[src/rtl/mio_bus_ctrl.sv]
// mio_bus_ctrl: turns control-unit level memory requests into a registered req/ack bus transaction.
// Define MIO_TIMEOUT_EN to compile in the abort-on-missing-ack timeout (TIMEOUT cycles in REQ).
module mio_bus_ctrl #(
    parameter int unsigned TIMEOUT  = 16,
    parameter logic [31:0] ERR_DATA = 32'hFFFF_FFFF
) (
    input  logic        i_clk,
    input  logic        i_rst_n,
    input  logic        i_MemRead,
    input  logic        i_MemWrite,
    input  logic        i_CPU_MIO,
    input  logic [31:0] i_addr,
    input  logic [31:0] i_wdata,
    output logic        o_MIO_ready,
    output logic [31:0] o_rdata,
    output logic        o_bus_err,
    output logic        o_mem_req,
    output logic        o_mem_we,
    output logic [31:0] o_mem_addr,
    output logic [31:0] o_mem_wdata,
    input  logic        i_mem_ack,
    input  logic [31:0] i_mem_rdata
);

    typedef enum logic [1:0] {
        IDLE = 2'd0,
        REQ  = 2'd1,
        DONE = 2'd2
    } state_e;

    state_e      r_state;
    state_e      w_next_state;
    logic [31:0] r_addr;
    logic [31:0] r_wdata;
    logic [31:0] r_rdata;
    logic        r_we;
    logic        w_accept;
    logic        w_ack;
    logic        w_timeout;

    assign w_accept = (r_state == IDLE) && i_CPU_MIO && (i_MemRead || i_MemWrite);
    assign w_ack    = (r_state == REQ) && i_mem_ack;

`ifdef MIO_TIMEOUT_EN
    localparam logic [15:0] LP_LIMIT = 16'(TIMEOUT - 1);

    logic [15:0] r_cnt;
    logic        r_bus_err;

    // An ack on the limit edge wins, so the abort only fires while ack is low.
    assign w_timeout = (r_state == REQ) && !i_mem_ack && (r_cnt == LP_LIMIT);

    always_ff @(posedge i_clk or negedge i_rst_n) begin
        if (!i_rst_n) begin
            r_cnt     <= 16'd0;
            r_bus_err <= 1'b0;
        end else if (w_accept) begin
            r_cnt     <= 16'd0;
            r_bus_err <= 1'b0;
        end else if ((r_state == REQ) && !i_mem_ack) begin
            r_cnt <= r_cnt + 16'd1;
            if (w_timeout) begin
                r_bus_err <= 1'b1;
            end
        end
    end

    assign o_bus_err = r_bus_err;
`else
    assign w_timeout = 1'b0;
    assign o_bus_err = 1'b0;
`endif

    always_ff @(posedge i_clk or negedge i_rst_n) begin
        if (!i_rst_n) begin
            r_state <= IDLE;
        end else begin
            r_state <= w_next_state;
        end
    end

    always_comb begin
        w_next_state = r_state;
        case (r_state)
            IDLE:    if (w_accept) w_next_state = REQ;
            REQ:     if (w_ack || w_timeout) w_next_state = DONE;
            DONE:    w_next_state = IDLE;
            default: w_next_state = IDLE;
        endcase
    end

    always_comb begin
        o_mem_req   = 1'b0;
        o_MIO_ready = 1'b0;
        case (r_state)
            REQ:     o_mem_req   = 1'b1;
            DONE:    o_MIO_ready = 1'b1;
            default: ;
        endcase
    end

    // Write wins when both requests are asserted; writes leave rdata untouched.
    always_ff @(posedge i_clk or negedge i_rst_n) begin
        if (!i_rst_n) begin
            r_addr  <= 32'd0;
            r_wdata <= 32'd0;
            r_we    <= 1'b0;
            r_rdata <= 32'd0;
        end else if (w_accept) begin
            r_addr  <= i_addr;
            r_wdata <= i_wdata;
            r_we    <= i_MemWrite;
        end else if (w_ack) begin
            if (!r_we) begin
                r_rdata <= i_mem_rdata;
            end
        end else if (w_timeout) begin
            if (!r_we) begin
                r_rdata <= ERR_DATA;
            end
        end
    end

    assign o_rdata     = r_rdata;
    assign o_mem_we    = r_we;
    assign o_mem_addr  = r_addr;
    assign o_mem_wdata = r_wdata;

endmodule

[config.mk]
export PLATFORM = sky130hd
export DESIGN_NAME = mio_bus_ctrl
export DESIGN_NICKNAME = d
export VERILOG_FILES = /design/src/rtl/mio_bus_ctrl.sv
export SDC_FILE = /design/constraint.sdc
export NUM_CORES = 1
export LEC_CHECK = 0
export ABC_AREA = 1
export CAP_MARGIN = 20
export CORE_MARGIN = 2
export CORE_UTILIZATION = 30
export CTS_CLUSTER_DIAMETER = 200
export DETAILED_ROUTE_END_ITERATION = 6
export GPL_TIMING_DRIVEN = 0
export PLACE_DENSITY = 0.75
export SETUP_SLACK_MARGIN = 0.05
export SYNTH_ARGS = -nofsm -noshare
export SYNTH_HDL_FRONTEND = slang
export SYNTH_SLANG_ARGS = --single-unit
[constraint.sdc]
create_clock -name i_clk -period 1.8 [get_ports i_clk]
set_clock_uncertainty 0.2 [all_clocks]
set_input_delay 0.36 -clock i_clk [delete_from_list [all_inputs] [get_ports i_clk]]
set_output_delay 0.36 -clock i_clk [all_outputs]
set_load 0.005 [all_outputs]
==> flow_metrics.env <==
export IMPL_setup_viol=0
export IMPL_synth_seq_area_share_pct=62.8
export IMPL_relSlewSlack_pct=57.3
export IMPL_clockBufferDepth=2
export IMPL_grt_max_degree=52
export IMPL_grt_pass1_vias=3713
export IMPL_rows=41
export IMPL_final_net_count=760
export IMPL_worstPathMaxFanout=3
export IMPL_worstSetupStartpointType="flip-flop"
export IMPL_period_share_pct=90.1
export IMPL_layout_drive_gt1_share_pct=9.65
export IMPL_antenna_found_initial=0
export IMPL_first_iter_violations=183
export IMPL_setup_ws_ps=179
export IMPL_maxSlewViolCount=0
export IMPL_via_per_inst=4.36
export IMPL_wire_per_inst_um=13.9
export IMPL_cts_max_level=3
export IMPL_hold_viol=0
export IMPL_synthToLayoutAreaGrowth_pct=63.2
export IMPL_max_cap_viol_count=0
export IMPL_crit_arrival_ps=1060
export IMPL_outcome="completed"
export IMPL_final_antenna_net_count=0
export IMPL_cts_reportedPaths_clkPinSlew_ps=70
export IMPL_clock_sinks=99
export IMPL_hp_class="reg -> reg"
export IMPL_placed_area_mm2=0.00619
export IMPL_die_width_um=119
export IMPL_fp_dieH_um=119
export IMPL_cts_tree="done"
export IMPL_start_util_pct=31.0
export IMPL_synth_warning_count=0
export IMPL_fin_util_pct=50.6
export IMPL_finalCriticalPeriod_ps=1620
export IMPL_clkLatencyLatePin_ps=340
export IMPL_synth_distinct_cells=15
export IMPL_syn_nets=535
export IMPL_n_antenna_cell=0
export IMPL_tightest_slew_ps=641
export IMPL_powerDensity_mw_per_mm2=1270
export IMPL_die_area_mm2=0.0141
export IMPL_dr_pass1_iters=5
export IMPL_grt_use_total_pct=17.0
export IMPL_syn_inst=433
export IMPL_max_freq_ghz=0.617
export IMPL_grt_pass1_wl_um=18900
export IMPL_power_leakage_nw=3.46
export IMPL_cts_buffers=9
export IMPL_place_ws_ps=-148
export IMPL_portBuffers=200
export IMPL_criticalPathCategory="reg -> out"
export IMPL_final_common_cell="nand2_1"
export IMPL_core_mm2=0.0127
export IMPL_max_vdd_ir_drop_uv=552
export IMPL_grt_overflow=0
export IMPL_cp_end_kind="primary output"
export IMPL_syn_area_mm2=0.00395
export IMPL_n_fill_cell=1195
export IMPL_gp_congestion=0.779
export IMPL_cp_slowest_cell="dfrtp_1"
export IMPL_drcViolationCount=0
export IMPL_dr_total_vias=3637
export IMPL_ios=202
export IMPL_fin_area_mm2=0.00644
export IMPL_final_cell_mix="nand2_1, clkdlybuf4s50_1, dfrtp_1"
export IMPL_cts_root_buf="clkbuf_16"
export IMPL_synth_area_per_cell_um2=9.11
export IMPL_crit_chain="inv_2 -> nand2_2 -> inv_1 -> buf_2"
export IMPL_rsz0062_at_grt="no"
export IMPL_dpl_hpwl_um=8780
export IMPL_whs_ps=273
export IMPL_critPathMaxStageDelay_ps=400
export IMPL_yosys_register_bits=99
export IMPL_totalWireLength_um=11600
export IMPL_crit_required_ps=1240
==> synth_stat cells (all sizes together) <==
cell,n,area (um^2)
nand2,163,612
dfrtp,99,2480
nand3,65,330
inv,38,143
o21ai,34,170
buf,28,176
nor2,3,13.8
conb,1,3.75
nand4,1,12.5
o21a,1,7.51
==> cell families (layout without fill, tap and decap cells) <==
kind of cell	after synthesis	after routing	synth area share, %
AND/OR/NAND/NOR	232	232	24.5
AO/OA/AOI/OAI	35	35	4.50
flip-flops	99	99	62.8
other	1	1	0.0950
buffers and inverters	66	296	8.09
==> repair_timing <==
action | CTS | global route
hold endpoints to repair | 48 | 0
hold buffers | 1 | 0
resized for setup | 105 | 1
setup buffers | 12 | 0
endpoints found under the setup margin | 99 | 1
==> path summary, 6_finish.rpt <==
check / start / to / slack [ps] / cells past startpoint
hold / removal: o_mem_addr[3] / o_mem_addr[3] / 270 / 2
max in group asynchronous: i_rst_n / o_rdata[27] / 330 / 3
min in group asynchronous: i_rst_n / o_mem_wdata[29] / 390 / 2
setup reg to reg: r_state[0] / o_mem_addr[14] / 250 / 6
hold reg to reg: o_mem_addr[3] / o_mem_addr[3] / 270 / 2
setup / recovery: r_state[1] / o_mem_req / 180 / 4
==> stage by stage <==
| step | TNS (ps) | power [mW] | std cells |
|---|---|---|---|
| finish | 0 | 8.18 | 835 |
| global route | 0 | 8.82 | 835 |
| CTS | 0 | 8.31 | 835 |
| detailed placement | -7910 | 6.90 | 806 |
| global placement | -343080 | 6.79 | 805 |
| floorplan | 0 | 4.58 | 433 |
==> worst max-delay path, delay by kind of cell, from the launching register on <==
family / cells / cell delay, ps
DFF: 1 / 400
buffers and inverters: 3 / 250
and+or+nand+nor: 1 / 60
==> power breakdown <==
group          internal (mW)  total [mW]  switching, mW
Sequential              3.05        3.48          0.429
Combinational           1.58        2.90           1.32
Clock                   1.01        1.80          0.797
Total                   5.64        8.18           2.54
==> per-layer routing <==
| metal | track usage [%] | vias up | share of wire [%] |
|---|---|---|---|
| li1 | - | 1798 | - |
| met1 | 20.8 | 1675 | 41 |
| met2 | 27.7 | 157 | 47 |
| met3 | 7.00 | 7 | 10 |
| met4 | 4.46 | 0 | 0.94 |
| met5 | 0 | - | 0 |
==> registers in the layout, indices dropped and copies added (netlist names) <==
| name | count |
|---|---|
| o_rdata | 32 |
| o_mem_wdata | 32 |
| r_state | 2 |
| o_mem_addr | 32 |
| o_mem_we | 1 |
==> final cells by class <==
type	count	area, um^2	area share [%]
flip-flops and latches	99	2480	38.5
repair buffers	214	2000	31.0
multi-input cells	268	1150	17.9
clock buffers	12	256	3.98
well taps	172	215	3.34
plain buffers	28	176	2.74
inverters	38	143	2.21
clock inverters	4	25.0	0.389
Power figures use the tool's default switching activity.
